<file path="src/rtl/reg_file_cmd_seq.sv">
// Command sequencer for the eight-entry register file: buffers host
// commands in a FIFO and replays them as single-cycle WEN/OEN pulses.
module reg_file_cmd_seq #(
  parameter int DEPTH = 4,
  parameter int AW    = 3,
  parameter int DW    = 8
) (
  input  logic                   CLK,
  input  logic                   RST,
  input  logic                   CMD_VALID,
  output logic                   CMD_READY,
  input  logic                   CMD_RW,
  input  logic [AW-1:0]          CMD_ADDR,
  input  logic [DW-1:0]          CMD_DATA,
  output logic                   RSP_VALID,
  input  logic                   RSP_READY,
  output logic [DW-1:0]          RSP_DATA,
  output logic [AW-1:0]          RSP_ADDR,
  output logic                   WEN,
  output logic                   OEN,
  output logic [AW-1:0]          ADDR,
  output logic [DW-1:0]          DIN,
  input  logic [DW-1:0]          DOUT,
  output logic [$clog2(DEPTH):0] CNT,
  output logic                   BUSY
);

  localparam int PW = $clog2(DEPTH);
  localparam int CW = PW + 1;
  localparam int EW = 1 + AW + DW;

  typedef enum logic [2:0] {
    IDLE,
    WR,
    RD,
    CAP,
    RSP
  } state_t;

  state_t state, state_d;

  logic [EW-1:0] fifo [DEPTH];
  logic [PW-1:0] wr_ptr, rd_ptr;
  logic [CW-1:0] cnt;

  logic          push, pop;
  logic          head_rw;
  logic [AW-1:0] head_addr;
  logic [DW-1:0] head_data;

  assign CMD_READY = (cnt != CW'(DEPTH));
  assign push      = CMD_VALID && CMD_READY;
  assign CNT       = cnt;
  assign BUSY      = (state != IDLE) || (cnt != '0);

  assign {head_rw, head_addr, head_data} = fifo[rd_ptr];

  // WR dispatches like IDLE so writes can stream one per cycle
  always_comb begin
    state_d = state;
    pop     = 1'b0;
    unique case (state)
      IDLE, WR: begin
        if (cnt != '0) begin
          pop     = 1'b1;
          state_d = head_rw ? WR : RD;
        end else begin
          state_d = IDLE;
        end
      end
      RD:  state_d = CAP;
      CAP: state_d = RSP;
      RSP: if (RSP_READY) state_d = IDLE;
      default: state_d = IDLE;
    endcase
  end

  always_ff @(posedge CLK or posedge RST) begin
    if (RST) state <= IDLE;
    else     state <= state_d;
  end

  always_ff @(posedge CLK) begin
    if (push) fifo[wr_ptr] <= {CMD_RW, CMD_ADDR, CMD_DATA};
  end

  always_ff @(posedge CLK or posedge RST) begin
    if (RST) begin
      wr_ptr <= '0;
      rd_ptr <= '0;
      cnt    <= '0;
    end else begin
      if (push) wr_ptr <= wr_ptr + PW'(1);
      if (pop)  rd_ptr <= rd_ptr + PW'(1);
      if (push && !pop)      cnt <= cnt + CW'(1);
      else if (pop && !push) cnt <= cnt - CW'(1);
    end
  end

  always_ff @(posedge CLK or posedge RST) begin
    if (RST) begin
      WEN  <= 1'b0;
      OEN  <= 1'b0;
      ADDR <= '0;
      DIN  <= '0;
    end else begin
      WEN <= pop && head_rw;
      OEN <= pop && !head_rw;
      if (pop) begin
        ADDR <= head_addr;
        DIN  <= head_data;
      end
    end
  end

  // DOUT was loaded at the edge that ended the OEN cycle
  always_ff @(posedge CLK or posedge RST) begin
    if (RST) begin
      RSP_VALID <= 1'b0;
      RSP_DATA  <= '0;
      RSP_ADDR  <= '0;
    end else if (state == CAP) begin
      RSP_VALID <= 1'b1;
      RSP_DATA  <= DOUT;
      RSP_ADDR  <= ADDR;
    end else if (state == RSP && RSP_READY) begin
      RSP_VALID <= 1'b0;
    end
  end

endmodule
</file>
<file path="config.mk">
export PLATFORM = sky130hd
export DESIGN_NAME = reg_file_cmd_seq
export DESIGN_NICKNAME = d
export VERILOG_FILES = /design/src/rtl/reg_file_cmd_seq.sv
export SDC_FILE = /design/constraint.sdc
export NUM_CORES = 1
export LEC_CHECK = 0
export ABC_AREA = 1
export CELL_PAD_IN_SITES_DETAIL_PLACEMENT = 1
export CELL_PAD_IN_SITES_GLOBAL_PLACEMENT = 2
export CORE_MARGIN = 5
export CORE_UTILIZATION = 34
export DETAILED_ROUTE_END_ITERATION = 8
export GPL_ROUTABILITY_DRIVEN = 0
export PLACE_DENSITY = 0.77
export SLEW_MARGIN = 20
export SYNTH_ARGS = -nofsm -noshare
export SYNTH_HDL_FRONTEND = slang
export SYNTH_SLANG_ARGS = --single-unit
</file>
<file path="constraint.sdc">
create_clock -name CLK -period 2.52 [get_ports CLK]
set_input_delay 0.504 -clock CLK [delete_from_list [all_inputs] [get_ports CLK]]
set_output_delay 0.504 -clock CLK [all_outputs]
set_load 0.01 [all_outputs]
</file>
Yosys cells after proc, flatten, opt, wreduce, memory -nomap -nowiden:

Memories as Yosys holds them, arrays and structs flattened.
Cells that the tools add are included.

* register bits after elaboration: 35
* memory bits (writable): 48
* input bits: 24
* output and inout port bits: 30
* logic and storage cells: 50
* memories: 1

Memories
* fifo: depth 4, width 12, read ports 1, clocked after memory_dff 0, write ports 1, line 42 `logic [EW-1:0] fifo [DEPTH];`

* add/subtract/negate cells: 4
* eq/ne operators: 6
* muxes and demuxes: 12
* reductions and logical operators: 16

Operators by type and width (number)
* case mux 3 bit (4 select lines): 1
* 2-to-1 mux 3 bit: 3
* == test 3 x 2 -> 1 bit, second input constant: 2
* logical AND 1 bit: 6
* 2-to-1 mux 1 bit: 6
* nonzero test 3 bit: 2
* adder 2 x 1 -> 2 bit, second input constant: 2
* 2-to-1 mux 2 bit: 2
* nonzero test 2 bit: 2
* adder 3 x 1 -> 3 bit, second input constant: 1
* == test 3 x 1 -> 1 bit, second input constant: 1
* == test 3 bit, second input constant: 1
* zero test 1 bit: 3
* zero test 3 bit: 1
* != test 3 bit, second input constant: 1
* subtractor 3 x 1 -> 3 bit, second input constant: 1
* != test 2 bit, second input constant: 1
* OR reduction 2 bit: 1
* logical OR 1 bit: 1

Longest topological paths before layout:

Gate-level depths: netlist of the first run.

* word-level depth: 6
* mapped depth: 12
* depth with buffers taken out: 11

Least setup slack after synthesis of the first run:

Ideal clock, no wire load.

* kind: reg2reg
* start point: register cnt[0] (netlist: CNT[0])
* end point: register cnt[2] (netlist: CNT[2])
* library setup time: 0.125 ns
* data arrival time: 1.790 ns
* required time: 2.395 ns
* path slack: 0.605 ns
* stages on the path, launching flop included: 11
* path buffers: 1
* period minus slack after synthesis: 1.915 ns
* cell sequence: dfrtp_1 -> nor2_4 -> nand2_1 -> nand2_2 -> buf_6 -> ha_1 -> inv_1 -> fa_1 -> nand2_1 -> nand3_1 -> xor2_1

* word-level cells in the longest chain between the ends: 6
* elaborated cells between the ends (all ways): 14
* classes of those cells: add/sub (2); eq/ne (1); mux (4); reduce/logical (7)

Ends and longest elaborated chain
* start, declared: line 44 `logic [CW-1:0] cnt;`
* start signal, assigned: line 95 `if (push && !pop) cnt <= cnt + CW'(1);`
* start signal, assigned: line 96 `else if (pop && !push) cnt <= cnt - CW'(1);`
* parallel branches: the longest is 6 deep, another holds subtractor 3 x 1 -> 3 bit

Parallel ways; which one is timed is not known. The select of a mux whose other input is x is not followed.
A chain may end at the register's enable or synchronous reset.

Worst setup path after layout of the first run:

* start point: register cnt[0] (netlist: CNT[0])
* end point: output port BUSY

* word-level cells in the longest chain between the ends: 2

Ends and longest elaborated chain
* nonzero test 3 bit: line 54 `assign BUSY = (state != IDLE) || (cnt != '0);`
* logical OR 1 bit: line 54
* end, declared: line 25 `output logic BUSY`

No other way between the ends.

==> flow_metrics.py, run 1 <==
metrics = {
    "outcome": {
        "status": "completed",
    },
    "clock_tree": {
        "ctsHtreeMaxLevel": 3,
        "root_buffer_selected_by_cts": "clkbuf_8",
        "cts_tree": "built",
        "post_cts.resized_instances": 0,
        "cts_max_path_buffers": 2,
        "postCtsSetupRepairBufs": 0,
        "clock-sinks": 83,
        "ctsHoldBuffers": 0,
        "clk_pin_slew_ns": 0.08,
        "clkLatencyLatePin_ns": 0.34,
        "cts_buffers": 9,
    },
    "place": {
        "count_of_input_and_output_buffers": 53,
        "detailedPlacementHpwl_um": 5080,
        "post-place-cells": 540,
    },
    "cells_and_area": {
        "final_core_util": 0.431,
        "drive_gt1_frac": 0.0714,
        "layout.nets": 445,
        "finalNonFillerCells": 556,
        "n_fill_cell": 1180,
        "antenna_cells_inserted": 0,
        "area_growth_synth_to_finish_pct": 24.2,
    },
    "synth": {
        "syn-num-nets": 385,
        "synth.yosys.warnings": 0,
        "synth_top_area_share": 0.406,
        "number_of_distinct_library_cells_after_synthesis": 21,
        "ys.flop_type": "edfxtp_1",
        "synth_cells": 355,
        "netlist.top_cell.by_area": "edfxtp_1",
        "netlist_area_um2": 3550,
        "yosys_register_bits": 83,
        "synth.top_cells.by_area": "edfxtp_1 (41%), dfrtp_1 (25%), nand2_1 (13%)",
        "synth.yosys.seq_area_share": 0.653,
        "count_of_flip_flops_with_a_built_in_enable_after_synthesis": 48,
        "synthArstFlopShare": 0.422,
        "syn_avg_cell_area_um2": 10.0,
    },
    "global_route": {
        "number_of_global_route_vias_before_repair": 2501,
        "globalRouteTotalUtil": 0.125,
        "initial_antenna_violation_count": 0,
        "grt_first_pass_wirelength_um": 12600,
        "grt-ovfl-total": 0,
        "grt_start_max_net_pins": 36,
    },
    "critical_path": {
        "setup_crit_path_kind": "reg2out",
        "timing.critical_path.from_type": "flop",
        "critical_path.endpoint_type": "output pin",
        "timing.critical_path.fanout_max": 4,
        "crit_required_ns": 2.02,
        "cp_data_arrival_time_ns": 1.59,
    },
    "power": {
        "power_frac_seq": 0.401,
        "internal-power_w": 0.00332,
        "p_sw_w": 0.00197,
        "power.ir.vdd_worst_mv": 0.371,
        "static-leakage-power_nw": 2.07,
        "finalPower_w": 0.00529,
        "power_switching_share": 0.373,
        "power_per_cell_area_nw_per_um2": 1200,
        "pwr-share-comb": 0.424,
        "clock_power_share": 0.175,
    },
    "sta": {
        "worst_slew_pin_tran_ns": 0.656,
        "final.min_clock_period_ns": 2.09,
        "worst_setup_skew_after_layout_ns": 0.0102,
        "fin_hold_ws_ns": 0.490,
        "layout_worst_path_cycle_share": 0.830,
        "finalSetupViolations": 0,
        "timing_max_transition_violations_final": 0,
        "fmax_ghz": 0.478,
        "tns_ns": 0,
        "hold_fails_final_rpt": 0,
        "maxSlewHeadroom": 0.562,
        "rsz_0062_raised_after_global_routing": "false",
    },
    "routing": {
        "num_vias": 2376,
        "post-route-drc-count": 0,
        "first_iter_violations": 119,
        "wire_per_inst_um": 13.3,
        "drt.antenna.violating_nets": 0,
        "viasPerCell": 4.27,
        "firstDrtPassIters": 4,
        "wl_um": 7380,
    },
    "floorplan": {
        "fp-row-count": 37,
        "floorplan.initialDensity": 0.347,
        "die-area_um2": 12600,
        "floorplan.core_area_um2": 10200,
        "die_height_um": 112,
        "die-width_um": 112,
        "num_io_pins": 54,
    },
    "hold_path": {
        "min-delay-path-class": "reg2reg",
    },
    "run": {
        "timing.max_cap.violations": 0,
    },
}
-- cells in the final DEF (no fill, tap or decap), types with 2 or more instances in the layout --
master           count
edfxtp_1            48
nor2_1               4
clkbuf_1             4
inv_1               72
dfrtp_1             35
nand2_2              3
xnor2_1              2
clkdlybuf4s50_1     53
ha_1                 5
buf_4                8
inv_2                4
nand3_1             29
xor2_1               3
clkbuf_8            10
nand2_1            119
o21ai_0             14
-- worst max-delay path, cell delays in order, from the launching register on --
cell             delay, ns
dfrtp_1               0.47
nor2_4                0.18
nand3_1               0.10
clkdlybuf4s50_1       0.49
-- flip-flops by register name, summed over array words and instances, names as in the netlist, 2 cells and up --
| register | cells |
|---|---|
| RSP_DATA | 8 |
| state | 3 |
| ADDR | 3 |
| fifo | 48 |
| DIN | 8 |
| rd_ptr | 2 |
| RSP_ADDR | 3 |
| CNT | 3 |
| wr_ptr | 2 |
-- stage by stage --
stage	cell area (um2)	setup slack, ns
after floorplan	3550	0.605
after global placement	4220	0.329
after detailed placement	4220	0.263
after CTS	4410	0.392
after global routing	4410	0.349
final	4410	0.429
-- synthesized netlist by cell type, types with 2 or more instances --
library cell / number
ha_1: 5
nand2_1: 119
dfrtp_1: 35
buf_2: 4
buf_6: 3
inv_2: 4
o21ai_0: 14
nor2_1: 4
nand3_1: 29
buf_4: 4
edfxtp_1: 48
inv_1: 72
xnor2_1: 2
xor2_1: 3
nand2_2: 3
-- worst paths after layout --
kind | slack, ns | cells after the start | from | to
max reg2reg | 0.61 | 10 | CNT[0]$_DFFE_PP0P_ | CNT[2]$_DFFE_PP0P_
max | 0.43 | 3 | CNT[0]$_DFFE_PP0P_ | BUSY
min reg2reg | 0.49 | 2 | DIN[5]$_DFFE_PP0P_ | DIN[5]$_DFFE_PP0P_
min in group asynchronous | 0.57 | 3 | RST | RSP_DATA[7]$_DFFE_PP0P_
max in group asynchronous | 1.62 | 3 | RST | OEN$_DFF_PP0_
min | 0.49 | 2 | DIN[5]$_DFFE_PP0P_ | DIN[5]$_DFFE_PP0P_
-- cell type report --
class                           instances  area, um2  area share
Clock buffer                           14        153      0.0346
Clock inverter                          2       35.0     0.00795
Inverter                               76        285      0.0647
Multi-Input combinational cell        184        857       0.194
Sequential cell                        83       2320       0.526
Tap cell                              136        170      0.0386
Timing Repair Buffer                   61        591       0.134
-- per-layer routing --
layer  vias up  share of wire  track usage
li1       1204              -            -
met1      1108           0.48        0.166
met2        51           0.47        0.201
met3        13          0.039       0.0237
met4         0          0.019       0.0505
met5         -              0            0
-- cell families after synthesis --
| family | after synthesis | synth area share |
|---|---|---|
| simple gates | 158 | 0.184 |
| buf+inv | 88 | 0.105 |
| flops | 83 | 0.653 |
| compound gates | 15 | 0.0222 |
| fa+ha+maj | 6 | 0.0233 |
| xor+xnor | 5 | 0.0123 |
-- power by group through the flow --
stage               sequential (W)  combinational [W]  clock, W
floorplan                  0.00222            0.00136         0
global placement           0.00214            0.00225         0
detailed placement         0.00216            0.00230         0
CTS                        0.00213            0.00232  0.000962
global route               0.00218            0.00257   0.00102
finish                     0.00212            0.00225  0.000925
(Power assumes the default switching activity.)
==> run 2, diff against run 1 <==
clock period = 2.2 ns   (was 2.52 ns; I/O delays follow)
==> run 2 against run 1 <==
Net effect: register-to-register slack got worse by 0.24 ns; worst setup slack got worse by 0.27 ns; count of clock-buffer cells in the layout decreased by 5; via count increased by 1.4%; clock skew increased by 0.0024 ns; final cell count increased by 0.36%; flip-flop and latch count unchanged; sequential power increased by 15%; final area increased by 0.26%; routed wire length increased by 1.1%; sequential share of layout area decreased by 0.13 points; critical endpoint unchanged.
==> flow_metrics.py, run 2 (synthesized netlist as in run 1, its figures left out) <==
metrics = {
    "cells_and_area": {
        "drive_gt1_frac": 0.0853,
        "n_fill_cell": 1164,
        "final_cell_mix": "nand2_1 (119), inv_1 (72), clkdlybuf4s50_1 (53)",
        "antenna_cells_inserted": 0,
        "layout_commonest_cell": "nand2_1",
        "largest_register": "fifo",
        "finalNonFillerCells": 558,
        "reg_top3": "fifo (48), DIN (8), RSP_DATA (8)",
        "area_growth_synth_to_finish_pct": 24.5,
        "largest_reg_flops": 48,
        "layout.nets": 447,
    },
    "floorplan": {
        "num_io_pins": 54,
        "floorplan.core_area_um2": 10200,
        "floorplan.initialDensity": 0.347,
        "die_height_um": 112,
        "fp-row-count": 37,
        "die-width_um": 112,
        "die-area_um2": 12600,
    },
    "clock_tree": {
        "root_buffer_selected_by_cts": "clkbuf_8",
        "postCtsSetupRepairBufs": 0,
        "clkLatencyLatePin_ns": 0.36,
        "post_cts.resized_instances": 0,
        "ctsHtreeMaxLevel": 3,
        "ctsHoldBuffers": 0,
        "cts_tree": "built",
        "cts_max_path_buffers": 2,
        "clock-sinks": 83,
        "clk_pin_slew_ns": 0.09,
        "cts_buffers": 9,
    },
    "place": {
        "detailedPlacementHpwl_um": 5090,
        "post-place-cells": 542,
        "count_of_input_and_output_buffers": 53,
    },
    "critical_path": {
        "cp_data_arrival_time_ns": 1.60,
        "timing.critical_path.fanout_max": 4,
        "r2r-start": "CNT[0]$_DFFE_PP0P_",
        "critical_path.endpoint_type": "output pin",
        "crit_required_ns": 1.76,
        "setup_crit_path_kind": "reg2out",
        "critical_path.endpoint": "BUSY",
        "critical_path.startpoint": "CNT[0]$_DFFE_PP0P_",
        "timing.critical_path.from_type": "flop",
        "reg2reg_to": "CNT[2]$_DFFE_PP0P_",
        "r2r_setup_slack_ns": 0.37,
        "timing.reg2reg.worst_path_depth": 9,
    },
    "sta": {
        "fmax_ghz": 0.490,
        "layout_worst_path_cycle_share": 0.927,
        "fin_hold_ws_ns": 0.484,
        "timing_max_transition_violations_final": 0,
        "worst_slew_pin_tran_ns": 0.474,
        "hold_fails_final_rpt": 0,
        "rsz_0062_raised_after_global_routing": "false",
        "maxSlewHeadroom": 0.684,
        "finalSetupViolations": 0,
        "worst_setup_skew_after_layout_ns": 0.0126,
        "tns_ns": 0,
        "final.min_clock_period_ns": 2.04,
    },
    "run": {
        "timing.max_cap.violations": 0,
    },
    "global_route": {
        "number_of_global_route_vias_before_repair": 2498,
        "initial_antenna_violation_count": 0,
        "grt_first_pass_wirelength_um": 12600,
        "grt-ovfl-total": 0,
        "globalRouteTotalUtil": 0.127,
        "grt_start_max_net_pins": 36,
    },
    "routing": {
        "route.met3.wl_um": 270,
        "routed-wl-met2_um": 3520,
        "viasPerCell": 4.32,
        "firstDrtPassIters": 5,
        "first_iter_violations": 101,
        "num_vias": 2409,
        "maxUsedRoutingLayer": "met4",
        "post-route-drc-count": 0,
        "wl_met1_um": 3520,
        "drt.antenna.violating_nets": 0,
        "wl_um": 7460,
        "wire_per_inst_um": 13.4,
    },
    "power": {
        "power_per_cell_area_nw_per_um2": 1370,
        "static-leakage-power_nw": 2.08,
        "power.ir.vdd_worst_mv": 0.401,
    },
    "outcome": {
        "status": "completed",
    },
    "hold_path": {
        "min-delay-path-class": "reg2reg",
    },
}
## run 2: cell count changes in the layout (fill, tap and decap cells not counted), sizes merged
cell | previous run | this run
inv | 76 | 79
clkbuf | 14 | 9
bufinv | 1 | 0
clkinv | 1 | 4
buf | 8 | 10
## run 2: critical path, stage by stage, from the launching register on
cell	delay [ns]
dfrtp_1	0.47
nor2_4	0.19
nand3_1	0.09
clkdlybuf4s50_1	0.49
## run 2: final cells by class
type / count / area, um2 / area share
Tap cell: 136 / 170 / 0.0385
Multi-Input combinational cell: 184 / 857 / 0.194
Timing Repair Buffer: 63 / 606 / 0.137
Clock inverter: 7 / 60.1 / 0.0136
Inverter: 76 / 285 / 0.0646
Clock buffer: 9 / 124 / 0.0280
Sequential cell: 83 / 2320 / 0.524
## run 2: routing by layer
layer | vias up | track usage
met2 | 50 | 0.205
met1 | 1137 | 0.163
li1 | 1211 | -
met5 | - | 0
met3 | 11 | 0.0237
met4 | 0 | 0.0625
## run 2: how the worst min path moves through the flow
stage                            end             startpoint  slack, ns  cells after the start
6_report          DIN[1]$_DFFE_PP0P_     DIN[1]$_DFFE_PP0P_       0.48                      2
3_5_place_dp      DIN[1]$_DFFE_PP0P_     DIN[1]$_DFFE_PP0P_       0.47                      2
3_3_place_gp      DIN[5]$_DFFE_PP0P_     DIN[5]$_DFFE_PP0P_       0.46                      2
2_1_floorplan  wr_ptr[1]$_DFFE_PP0P_  wr_ptr[1]$_DFFE_PP0P_       0.50                      2
4_1_cts           DIN[1]$_DFFE_PP0P_     DIN[1]$_DFFE_PP0P_       0.49                      2
5_1_grt           DIN[0]$_DFFE_PP0P_     DIN[0]$_DFFE_PP0P_       0.51                      2
## run 2: power breakdown
group | switching [W] | internal, W | total [W]
sequential | 0.000252 | 0.00217 | 0.00243
clock | 0.000603 | 0.000430 | 0.00103
combinational | 0.00150 | 0.00109 | 0.00260
## run 2: metrics by stage
stage | setup slack, ns | util | total power (W) | area, um2
3_3_place_gp | 0.138 | 0.414 | 0.00504 | 4240
4_1_cts | 0.106 | 0.432 | 0.00619 | 4420
5_1_grt | 0.0644 | 0.432 | 0.00661 | 4420
3_5_place_dp | 0.108 | 0.414 | 0.00512 | 4240
6_report | 0.160 | 0.432 | 0.00606 | 4420
2_1_floorplan | 0.285 | - | 0.00409 | 3550
==> run 3, diff against run 2 <==
GPL_TIMING_DRIVEN = 0   (was not set)
==> run 3 against run 2 <==
Net effect: power increased by 3.5%; worst setup slack got worse by 0.024 ns; first-iteration DRC count increased by 7.9%; register-to-register slack got worse by 0.23 ns; flip-flop and latch count unchanged; critical path type is now reg2reg; sequential power about the same; worst hold slack improved by 0.0027 ns; clock power increased by 7%; sequential share of layout area decreased by 0.46 points; global-route usage increased by 0.46 points.
==> flow_metrics.py, run 3 (synthesized netlist as in run 1, its figures left out) <==
metrics = {
    "sta": {
        "hold_fails_final_rpt": 0,
        "worst_slew_pin_tran_ns": 0.751,
        "layout_worst_path_cycle_share": 0.938,
        "rsz_0062_raised_after_global_routing": "false",
        "finalSetupViolations": 0,
        "worst_setup_skew_after_layout_ns": 0.00735,
        "maxSlewHeadroom": 0.499,
        "fmax_ghz": 0.484,
        "fin_ws_ns": 0.136,
        "final.min_clock_period_ns": 2.06,
        "timing_max_transition_violations_final": 0,
    },
    "power": {
        "power.ir.vdd_worst_mv": 0.409,
        "static-leakage-power_nw": 2.08,
        "power_per_cell_area_nw_per_um2": 1400,
    },
    "cells_and_area": {
        "drive_gt1_frac": 0.104,
        "n_fill_cell": 1137,
        "final_core_util": 0.436,
        "area_growth_synth_to_finish_pct": 25.7,
        "largest_register": "fifo",
        "layout_commonest_cell": "nand2_1",
        "largest_reg_flops": 48,
        "reg_top3": "fifo (48), DIN (8), RSP_DATA (8)",
        "antenna_cells_inserted": 0,
        "final_cell_mix": "nand2_1 (119), inv_1 (71), clkdlybuf4s50_1 (53)",
        "layout.nets": 449,
    },
    "routing": {
        "wl_um": 7790,
        "post-route-drc-count": 0,
        "wire_per_inst_um": 13.9,
        "firstDrtPassIters": 4,
        "num_vias": 2391,
        "drt.antenna.violating_nets": 0,
        "first_iter_violations": 109,
        "viasPerCell": 4.27,
    },
    "global_route": {
        "grt_start_max_net_pins": 36,
        "grt_first_pass_wirelength_um": 13100,
        "globalRouteTotalUtil": 0.131,
        "grt-ovfl-total": 0,
        "initial_antenna_violation_count": 0,
        "number_of_global_route_vias_before_repair": 2595,
    },
    "floorplan": {
        "die-width_um": 112,
        "num_io_pins": 54,
        "floorplan.initialDensity": 0.347,
        "floorplan.core_area_um2": 10200,
        "fp-row-count": 37,
        "die_height_um": 112,
        "die-area_um2": 12600,
    },
    "clock_tree": {
        "root_buffer_selected_by_cts": "clkbuf_8",
        "cts_tree": "built",
        "clk_pin_slew_ns": 0.09,
        "clkLatencyLatePin_ns": 0.34,
        "cts_buffers": 9,
        "ctsHtreeMaxLevel": 3,
        "clock-sinks": 83,
        "ctsHoldBuffers": 0,
        "cts_max_path_buffers": 2,
    },
    "critical_path": {
        "cp_data_arrival_time_ns": 2.30,
        "r2r_setup_slack_ns": 0.14,
        "timing.reg2reg.worst_path_depth": 10,
        "reg2reg_to": "CNT[2]$_DFFE_PP0P_",
        "timing.critical_path.from_type": "flop",
        "critical_path.endpoint_type": "flop",
        "setup_crit_path_kind": "reg2reg",
        "crit_required_ns": 2.43,
        "r2r-start": "CNT[0]$_DFFE_PP0P_",
        "timing.critical_path.fanout_max": 10,
    },
    "place": {
        "dpl_worst_slack_ns": -0.0682,
        "detailedPlacementHpwl_um": 5500,
        "count_of_input_and_output_buffers": 53,
    },
    "outcome": {
        "status": "completed",
    },
    "hold_path": {
        "whs_endpoint": "DIN[7]$_DFFE_PP0P_",
        "worstHoldPathCells": 2,
        "hold_path_startpoint": "DIN[7]$_DFFE_PP0P_",
        "min-delay-path-class": "reg2reg",
    },
    "run": {
        "timing.max_cap.violations": 0,
    },
}
-- run 3: cell count changes in the layout (fill, tap and decap cells not counted), sizes merged --
cell | before | now
buf | 10 | 11
inv | 79 | 78
clkinv | 4 | 1
clkinvlp | 0 | 3
clkbuf | 9 | 10
bufinv | 0 | 1
-- run 3: worst max path at each step --
stage / startpoint / end / slack, ns / cells past startpoint
finish: CNT[0]$_DFFE_PP0P_ / CNT[2]$_DFFE_PP0P_ / 0.14 / 10
global route: CNT[0]$_DFFE_PP0P_ / CNT[2]$_DFFE_PP0P_ / 0.003 / 10
CTS: CNT[0]$_DFFE_PP0P_ / CNT[2]$_DFFE_PP0P_ / 0.08 / 10
detailed placement: CMD_VALID / CNT[2]$_DFFE_PP0P_ / -0.07 / 9
global placement: CMD_VALID / fifo[3][4]$_DFFE_PP_ / -0.22 / 3
floorplan: CNT[0]$_DFFE_PP0P_ / CNT[2]$_DFFE_PP0P_ / 0.28 / 10
-- run 3: final cells by class --
type | count | area, um2 | area share
flip-flops and latches | 83 | 2320 | 0.520
multi-input cells | 184 | 867 | 0.194
repair buffers | 53 | 531 | 0.119
inverters | 76 | 285 | 0.0640
well taps | 136 | 170 | 0.0381
clock buffers | 9 | 124 | 0.0278
plain buffers | 12 | 88.8 | 0.0199
clock inverters | 7 | 76.3 | 0.0171
-- run 3: power by group --
| group | internal, W | switching (W) | total [W] |
|---|---|---|---|
| Clock | 0.000532 | 0.000569 | 0.00110 |
| Sequential | 0.00218 | 0.000249 | 0.00243 |
| Combinational | 0.00115 | 0.00158 | 0.00274 |
| Total | 0.00386 | 0.00240 | 0.00627 |
-- run 3: worst max-delay path: stages (launching register included) --
cell,delay (ns)
dfrtp_2,0.47
nor2_4,0.17
nand2_1,0.08
nand2_2,0.13
buf_6,0.16
ha_1,0.17
inv_1,0.07
fa_1,0.38
nand2_1,0.09
nand3_1,0.10
xor2_1,0.15
-- run 3: metal layers --
layer / global-route usage / routed length [um] / vias to the layer above
li1: - / - / 1209
met1: 0.170 / 3730 / 1130
met2: 0.220 / 3690 / 43
met3: 0.0270 / 253 / 9
met4: 0.0457 / 114 / 0
met5: 0 / 0 / -
-- run 3: repair_timing --
item	CTS	global route
gates resized for setup	0	1
setup endpoints to repair	0	1
setup buffers	0	0
-- run 3: metrics by stage --
step | TNS (ns) | std cells | hold WS, ns | area, um2 | total power, W
4_1_cts | 0 | 560 | 0.494 | 4460 | 0.00639
3_3_place_gp | -9.65 | 544 | 0.464 | 4250 | 0.00517
2_1_floorplan | 0 | 355 | 0.499 | 3550 | 0.00409
3_5_place_dp | -0.0682 | 544 | 0.469 | 4260 | 0.00527
5_1_grt | 0 | 560 | 0.516 | 4460 | 0.00678
6_report | 0 | 560 | 0.487 | 4460 | 0.00627
